## src/rtl/shift_add_multiplier.sv

```systemverilog
// ---------------------------------------------------------------------------
// shift_add_multiplier
//
// Sequential 8x8 unsigned multiplier that produces a 16-bit product. It adds
// one partial product per clock using the 8-bit ripple_carry_adder, which is
// also defined in this file.
//
// The accumulator A and the multiplicand M drive the adder's a/b inputs, with
// cin tied 0. The sum and carry are consumed combinationally in the same CALC
// cycle: add and right shift complete on one edge.
//
// Ports:
//   clk      in   1   rising-edge clock
//   rst      in   1   asynchronous active-high reset (aborts any operation)
//   start    in   1   operation request, sampled only in IDLE
//   a        in   8   multiplicand, captured with an accepted start
//   b        in   8   multiplier, captured with an accepted start
//   busy     out  1   high while iterating (CALC)
//   done     out  1   one-cycle pulse; product valid from this cycle on
//   product  out 16   registered result, held until the next run completes
//
// Optional feature macro: MUL_ZERO_SKIP_EN
//   When defined, a start with a==0 or b==0 goes straight to DONE with
//   product 0. busy stays low and done follows one edge after the accept.
//   When undefined, zero operands take the normal 8-iteration path.
// ---------------------------------------------------------------------------

module ripple_carry_adder (
    input  logic [7:0] a,
    input  logic [7:0] b,
    input  logic       cin,
    output logic [7:0] sum,
    output logic       cout
);
    always_comb begin
        logic carry;
        carry = cin;
        sum   = '0;
        for (int i = 0; i < 8; i++) begin
            sum[i] = a[i] ^ b[i] ^ carry;
            carry  = (a[i] & b[i]) | (carry & (a[i] ^ b[i]));
        end
        cout = carry;
    end
endmodule

module shift_add_multiplier #(
    parameter int WIDTH = 8,
    parameter int CNT_W = 4
) (
    input  logic               clk,
    input  logic               rst,
    input  logic               start,
    input  logic [WIDTH-1:0]   a,
    input  logic [WIDTH-1:0]   b,
    output logic               busy,
    output logic               done,
    output logic [2*WIDTH-1:0] product
);
    // The datapath is hard-wired to the 8-bit adder.
    generate
        if (WIDTH != 8) begin : g_bad_width
            $error("shift_add_multiplier: only WIDTH=8 is supported");
        end
        if ((1 << CNT_W) <= WIDTH) begin : g_bad_cnt
            $error("shift_add_multiplier: CNT_W too small for WIDTH");
        end
    endgenerate

    typedef enum logic [1:0] {
        S_IDLE = 2'd0,
        S_CALC = 2'd1,
        S_DONE = 2'd2
    } state_t;

    state_t             r_state;
    state_t             w_state_next;

    logic [WIDTH-1:0]   r_m;
    logic [WIDTH-1:0]   r_a;
    logic [WIDTH-1:0]   r_q;
    logic               r_c;
    logic [CNT_W-1:0]   r_cnt;

    logic [7:0]         w_sum;
    logic               w_cout;
    logic               w_add_c;
    logic [WIDTH-1:0]   w_add_a;
    logic [WIDTH-1:0]   w_a_next;
    logic [WIDTH-1:0]   w_q_next;
    logic               w_last;

    ripple_carry_adder u_rca (
        .a    (r_a),
        .b    (r_m),
        .cin  (1'b0),
        .sum  (w_sum),
        .cout (w_cout)
    );

    // One iteration step: conditional add, then shift {C,A,Q} right by one.
    // C is always 0 after a shift, so the no-add path {C,A} is {0,A}.
    always_comb begin
        w_add_c = r_c;
        w_add_a = r_a;
        if (r_q[0]) begin
            w_add_c = w_cout;
            w_add_a = w_sum;
        end
        w_a_next = {w_add_c, w_add_a[WIDTH-1:1]};
        w_q_next = {w_add_a[0], r_q[WIDTH-1:1]};
        w_last   = (r_cnt == CNT_W'(WIDTH - 1));
    end

    always_ff @(posedge clk or posedge rst) begin
        if (rst) begin
            r_state <= S_IDLE;
        end else begin
            r_state <= w_state_next;
        end
    end

    always_comb begin
        w_state_next = r_state;
        busy         = 1'b0;
        done         = 1'b0;
        case (r_state)
            S_IDLE: begin
                if (start) begin
`ifdef MUL_ZERO_SKIP_EN
                    if ((a == '0) || (b == '0)) begin
                        w_state_next = S_DONE;
                    end else begin
                        w_state_next = S_CALC;
                    end
`else
                    w_state_next = S_CALC;
`endif
                end
            end
            S_CALC: begin
                busy = 1'b1;
                if (w_last) begin
                    w_state_next = S_DONE;
                end
            end
            S_DONE: begin
                done         = 1'b1;
                w_state_next = S_IDLE;
            end
            default: begin
                w_state_next = S_IDLE;
            end
        endcase
    end

    always_ff @(posedge clk or posedge rst) begin
        if (rst) begin
            r_m     <= '0;
            r_a     <= '0;
            r_q     <= '0;
            r_c     <= 1'b0;
            r_cnt   <= '0;
            product <= '0;
        end else begin
            case (r_state)
                S_IDLE: begin
                    if (start) begin
                        r_m   <= a;
                        r_q   <= b;
                        r_a   <= '0;
                        r_c   <= 1'b0;
                        r_cnt <= '0;
`ifdef MUL_ZERO_SKIP_EN
                        if ((a == '0) || (b == '0)) begin
                            product <= '0;
                        end
`endif
                    end
                end
                S_CALC: begin
                    r_a   <= w_a_next;
                    r_q   <= w_q_next;
                    r_c   <= 1'b0;
                    r_cnt <= r_cnt + CNT_W'(1);
                    if (w_last) begin
                        product <= {w_a_next, w_q_next};
                    end
                end
                default: begin
                end
            endcase
        end
    end

endmodule
```

## config.mk

```make
export PLATFORM = sky130hd
export DESIGN_NAME = shift_add_multiplier
export DESIGN_NICKNAME = d
export VERILOG_FILES = /design/src/rtl/shift_add_multiplier.sv
export SDC_FILE = /design/constraint.sdc
export NUM_CORES = 1
export LEC_CHECK = 0
export ABC_CLOCK_PERIOD_IN_PS = 4920
export CAP_MARGIN = 15
export CORE_MARGIN = 2
export CORE_UTILIZATION = 50
export CTS_CLUSTER_SIZE = 10
export DETAILED_ROUTE_END_ITERATION = 8
export DONT_BUFFER_PORTS = 1
export GPL_ROUTABILITY_DRIVEN = 0
export PLACE_DENSITY = 0.62
export SETUP_SLACK_MARGIN = 0.4
export SYNTH_ARGS = -nofsm -noshare
export SYNTH_HDL_FRONTEND = slang
export SYNTH_HIERARCHICAL = 1
export SYNTH_SLANG_ARGS = --single-unit
```

## constraint.sdc

```tcl
create_clock -name clk -period 4.92 [get_ports clk]
set_input_delay 0.984 -clock clk [delete_from_list [all_inputs] [get_ports clk]]
set_output_delay 0.984 -clock clk [all_outputs]
set_load 0.005 [all_outputs]
```

==> results.tsv, run 1 <==
metric	value	unit
status	finished, final reports clean	
rows	24	
synth_nets	198	
fin_cells	223	
cts_num_sinks	46	
clk_pin_slew	80	ps
yosysSeqAreaShare	51.95	%
grt_pass1_vias	1404	
cts_tree	done	
worst_slew_pin_slew	997.5	ps
synth_warnings	6	
first_pass_iters	4	
syn_to_final_growth	5.025	%
track_usage	17.62	%
start_util	51.24	%
fin_crit_sh	79.52	%
crit_path_end	product[14]	
cts.htree.levels	2	
finalSetupViolations	0	
drt_iter0_markers	56	
fmax	255.6	MHz
grt-ovfl-total	0	
drtAntennaViolNets	0	
ys.flop_type	dfrtp_1	
dpl.hpwl	2641	um
ys_types	25	
clock_insertion_delay_worst_skew	290	ps
cp-startpoint	r_a[0]	
antenna_found_initial	0	
cts_root_buf	clkbuf_8	
fin_skew	7.409	ps
worst_setup_path_start_kind	register	
grt_max_degree	47	
nets	198	
ys_seq_elements	46	
maxCapViolations	0	
netlist_top_cells_area	dfrtp_1, mux2_2, fa_1, mux2_4, a22o_1	
syn_avg_cell_area	13.03	sq um
slew_headroom	33.28	%
path_class	reg2reg	
slew_violations	0	
netlist_instances	170	
grt_pass1_wl	6803	um
core_area	0.004324	sq mm
worst_ep_arrival_time	4090	ps
grt_use_met1	22.34	%
power	1528	uW
synthArstFlopShare	100.0	%
wl_per_cell	17.87	um
grt_use_met2	28.09	%
synth_area_leader_cell	dfrtp_1	
rrSetupSlack	1010	ps
cts_buffers	5	
cp_max_fo	3	
fin_tns_setup	0	ps
drt-total-wl	3986	um
synth_common_cells	dfrtp_1, mux2_2, inv_1, o21ai_0, nor2b_1	
vdd_drop_max	0.0002398	V
worstPathRequired	5100	ps
leakage	0.001027	uW
nFillCells	387	
endpoint_kind	register	
antenna_cells	0	
synth.most_common_cell	dfrtp_1	
min_path_type	reg2reg	
vias_per_cell	5.753	
p_per_area	656.7	mW/mm^2
portBuffers	0	
drive_gt1_share	25.15	%
placed_cells	215	
timing.rr.start	r_a[0]	
io_pins	37	
use_met3	5.556	%
rsz0062_at_grt	no	
yosysTopAreaCellShare	51.95	%
cts-resized-gates	0	
route.detailed.drc	0	
dieArea	0.004980	sq mm
cts.path.max_buffers	2	
cts_setup_buffers	0	
num_vias	1283	
fp.dieH	70.57	um
synthesis.area	0.002216	sq mm
final.min_clock_period	3912	ps
hold_viol_final	0	
worstReg2RegEnd	product[14]	
ff2ff_path_depth	14	
die_w	70.57	um
synth-edff-count	0	
cts_hold_buffers	0	
busiest_layer	met2	
[report_power, final]
| part | total (uW) | internal (uW) | switching (uW) |
|---|---|---|---|
| registers | 729 | 554 | 175 |
| logic | 565 | 321 | 244 |
| clock network | 234 | 113 | 121 |
| total | 1530 | 988 | 540 |
[kinds of logic (layout without fill, tap and decap cells)]
logic type	Yosys count	count (layout)	share of synthesized area, %
adder cells (fa/ha/maj)	9	9	7.792
flip-flops	46	46	51.95
AO/OA/AOI/OAI	37	37	10.62
AND/OR/NAND/NOR	22	22	6.719
multiplexers	33	33	18.01
buffers and inverters	22	23	4.743
other	1	1	0.1692
[placed cells by master (no fill, tap or decap), drive strengths merged, types with 7 or more instances in the layout]
master / count
fa: 8
a22o: 8
clkbuf: 7
a22oi: 7
o21ai: 13
a21oi: 8
mux2: 31
inv: 13
dfrtp: 46
nor2b: 9
[sequential cells by signal, summed over array words and instances, names as in the netlist]
| name | flops |
|---|---|
| r_m | 8 |
| product | 16 |
| r_cnt | 4 |
| r_a | 8 |
| r_state | 2 |
| r_q | 8 |
[metrics by stage]
step	util, %	hold slack (ps)	setup WS (ps)	cell area, sq um
2_1_floorplan	-	467.5	1139	2216
4_1_cts	53.82	522.5	995.6	2327
5_1_grt	53.82	554.8	841.7	2327
3_3_place_gp	51.71	490.8	1080	2236
3_5_place_dp	51.71	503.5	1008	2236
6_report	53.82	515.8	1008	2327
[routing by layer]
metal,share of wire (%),wire (um)
met1,45,1775
met4,2.3,93
met3,4.8,193
met5,0,0
met2,48,1923
[final cells by class]
| cell class | count | area (sq um) | share of cell area (%) |
|---|---|---|---|
| Timing Repair Buffer | 1 | 7.507 | 0.3226 |
| Multi-Input combinational cell | 102 | 959.7 | 41.24 |
| Clock inverter | 1 | 5.005 | 0.2151 |
| Inverter | 14 | 52.55 | 2.258 |
| Tap cell | 52 | 65.06 | 2.796 |
| Sequential cell | 46 | 1151 | 49.46 |
| Clock buffer | 7 | 86.33 | 3.710 |
[how the worst min path moves through the flow]
stage	start	end	slack [ps]	cells past startpoint
final	r_m[1]	r_m[1]	520	1
after global routing	r_m[7]	r_m[7]	550	1
after CTS	r_m[7]	r_m[7]	520	1
after detailed placement	r_m[7]	r_m[7]	500	1
after global placement	r_a[7]	r_a[7]	490	2
after floorplan	r_a[7]	r_a[7]	470	2
[worst max-delay path, stage by stage (launching register included)]
cell,delay [ps]
dfrtp_1,420
fa_1,420
inv_1,70
fa_1,150
inv_1,50
fa_1,370
fa_1,390
fa_1,380
fa_1,380
fa_1,360
inv_1,80
fa_1,150
inv_1,50
mux2_2,260
mux2_2,260
Note: power is estimated with default switching activity, not from simulation.
==> inputs of run 2 (changes only) <==
ABC_CLOCK_PERIOD_IN_PS = 3230   (was 4920)
PLACE_DENSITY = 0.65   (was 0.62)
clock period = 3.23 ns   (was 4.92 ns; I/O delays follow)
==> results.tsv, run 2 (same netlist as run 1, synthesis figures left out) <==
metric	value	unit	change
cts_tree	done		
syn_to_final_growth	6.719	%	
vdd_drop_max	0.0003849	V	+60%
cts_hold_buffers	0		unchanged
drive_gt1_share	30.06	%	+4.9 points
start_util	51.24	%	unchanged
p_switching	820.3	uW	+52%
clock_insertion_delay_worst_skew	290	ps	about the same
share_seq_of_total_power	47.1	%	-0.6 points
dpl.hpwl	2687	um	+1.8%
dpl_worst_slack	-507.2	ps	-1515 ps
grt_pass1_wl	6796	um	-0.10%
die_w	70.57	um	unchanged
fin_tns_setup	-1003	ps	-1003 ps
p_int	1533	uW	+55%
clk_pin_slew	80	ps	about the same
slew_violations	0		unchanged
crit_buf_inv	4		unchanged
grt_max_degree	47		unchanged
largest_register_ffs	16		unchanged
nFillCells	379		-2.1%
fin_ws	-357.5	ps	-1365 ps
timing.hold.ws	435.6	ps	-80.20 ps
drt_iter0_markers	51		-8.9%
core_area	0.004324	sq mm	unchanged
cts_root_buf	clkbuf_8		
path_class	reg2reg		
rsz0062_at_grt	yes		
timing.rr.start	r_m[0]		
power	2353	uW	+54%
slew_headroom	38.08	%	+4.8 points
path_cells	fa_2 -> inv_2 -> fa_1 -> inv_1 -> fa_2 -> fa_2 -> fa_2 -> fa_2 -> fa_2 -> inv_2 -> fa_1 -> inv_1 -> mux2_4 -> mux2_4		
grt_pass1_vias	1364		-2.8%
final_common_cell	dfrtp_1		
fp.dieH	70.57	um	unchanged
final_core_util	54.69	%	+0.87 points
antenna_found_initial	0		unchanged
worstPathRequired	3410	ps	-1690 ps
cts_num_sinks	46		unchanged
antenna_cells	0		unchanged
leakage	0.001035	uW	+0.72%
worstReg2RegEnd	product[14]		
cp_slowest_cell	dfrtp_1		
crit_family	adder cells		
cts.path.max_buffers	2		unchanged
route.detailed.drc	0		unchanged
cts_buffers	5		unchanged
fin_skew	7.741	ps	+0.3319 ps
final_cell_mix	dfrtp_1, mux2_2, mux2_4, o21ai_0, inv_1		
status	finished, violations left		
ff2ff_path_depth	14		unchanged
failed_checks	setup timing		
cp.depth	14		unchanged
dieArea	0.004980	sq mm	unchanged
vias_per_cell	5.649		-1.8%
rrSetupSlack	-360	ps	-1370 ps
endpoint_kind	register		
rows	24		unchanged
nets	201		+1.5%
num_vias	1271		-0.94%
cp_max_fo	2		-1
track_usage	17.45	%	-0.16 points
swShare	34.86	%	-0.46 points
first_pass_iters	4		unchanged
cts_setup_buffers	0		unchanged
p_comb_share	39.1	%	+2.1 points
clockPowerShare	13.8	%	-1.5 points
fmax	278.7	MHz	+9.1%
min_path_type	in2async		
max_stage_delay	400	ps	-20 ps
drtAntennaViolNets	0		unchanged
final.min_clock_period	3588	ps	-324.7 ps
finalSetupViolations	4		+4
fin_crit_sh	111.1	%	+32 points
grt-ovfl-total	0		unchanged
p_per_area	995.1	mW/mm^2	+52%
crit_top_cell	fa_2		
io_pins	37		unchanged
worst_setup_path_start_kind	register		
portBuffers	0		unchanged
hold_viol_final	0		unchanged
maxCapViolations	0		unchanged
cts.htree.levels	2		unchanged
regMostFlops	product		
worst_slew_pin_slew	927.4	ps	-70.12 ps
wl_per_cell	17.01	um	-4.8%
worst_ep_arrival_time	3770	ps	-320 ps
drt-total-wl	3828	um	-4.0%
[run 2: cell types whose count changed in the layout (fill, tap and decap cells not counted), moves of 2 or more]
| cell | before | now |
|---|---|---|
| inv_1 | 12 | 10 |
| fa_1 | 8 | 2 |
| buf_4 | 1 | 4 |
| mux2_4 | 8 | 12 |
| fa_2 | 0 | 6 |
| mux2_2 | 23 | 19 |
| inv_2 | 1 | 3 |
[run 2: worst reg2reg max path: stages (launching register included)]
cell and delay [ps]:
dfrtp_1 400, fa_2 360, inv_2 60, fa_1 140, inv_1 50, fa_2 340
fa_2 350, fa_2 350, fa_2 340, fa_2 340, inv_2 60, fa_1 140
inv_1 40, mux2_4 260, mux2_4 260
[run 2: power by group through the flow]
| stage | registers, uW | logic [uW] | clock network (uW) |
|---|---|---|---|
| 6_report | 1110 | 920 | 325 |
| 2_1_floorplan | 1020 | 816 | 0 |
| 3_5_place_dp | 1120 | 933 | 0 |
| 4_1_cts | 1120 | 937 | 331 |
| 3_3_place_gp | 1110 | 888 | 0 |
| 5_1_grt | 1160 | 1050 | 362 |
[run 2: layout make-up]
| cell class | count | area [sq um] | share of cell area, % |
|---|---|---|---|
| Timing Repair Buffer | 4 | 30.03 | 1.270 |
| Multi-Input combinational cell | 102 | 989.7 | 41.85 |
| Sequential cell | 46 | 1151 | 48.68 |
| Tap cell | 52 | 65.06 | 2.751 |
| Clock buffer | 7 | 76.32 | 3.228 |
| Inverter | 14 | 52.55 | 2.222 |
[run 2: how the worst max path moves through the flow]
stage	start	end	slack (ps)
2_1_floorplan	r_m[0]	product[14]	-380
3_3_place_gp	r_m[0]	product[14]	-430
3_5_place_dp	r_m[0]	product[14]	-510
4_1_cts	r_m[0]	product[14]	-390
5_1_grt	r_m[0]	product[14]	-480
6_report	r_m[0]	product[14]	-360
[run 2: routing by layer]
layer	up-vias	routed length, um	GRT usage [%]
li1	592	-	-
met4	0	53	5.031
met5	-	0	0
met2	21	1876	27.25
met3	7	130	3.989
met1	651	1768	24.88
[run 2: stage by stage]
step	instance area, sq um	cells
finish	2365	225
CTS	2365	225
global placement	2285	218
floorplan	2242	170
global route	2365	225
detailed placement	2285	218
[run 2: repair_timing]
| item | 4_1_cts | 5_1_grt |
|---|---|---|
| gates cloned | 0 | 0 |
| setup endpoints to repair | 10 | 10 |
| resized for setup | 2 | 0 |
| pin swaps | 4 | 0 |
==> inputs of run 3 (changes only) <==
GPL_ROUTABILITY_DRIVEN = not set   (was 0)
SKIP_CTS_REPAIR_TIMING = 1   (was not set)
==> results of run 3 <==
Same layout as run 2: the final DEF is identical, and so are final timing and power.
Main changes from that run: wire length of the first global-routing pass 6796 um -> 6782 um; overall routing resource usage 17.45% -> 17.42%; met1 usage 24.88% -> 24.78%
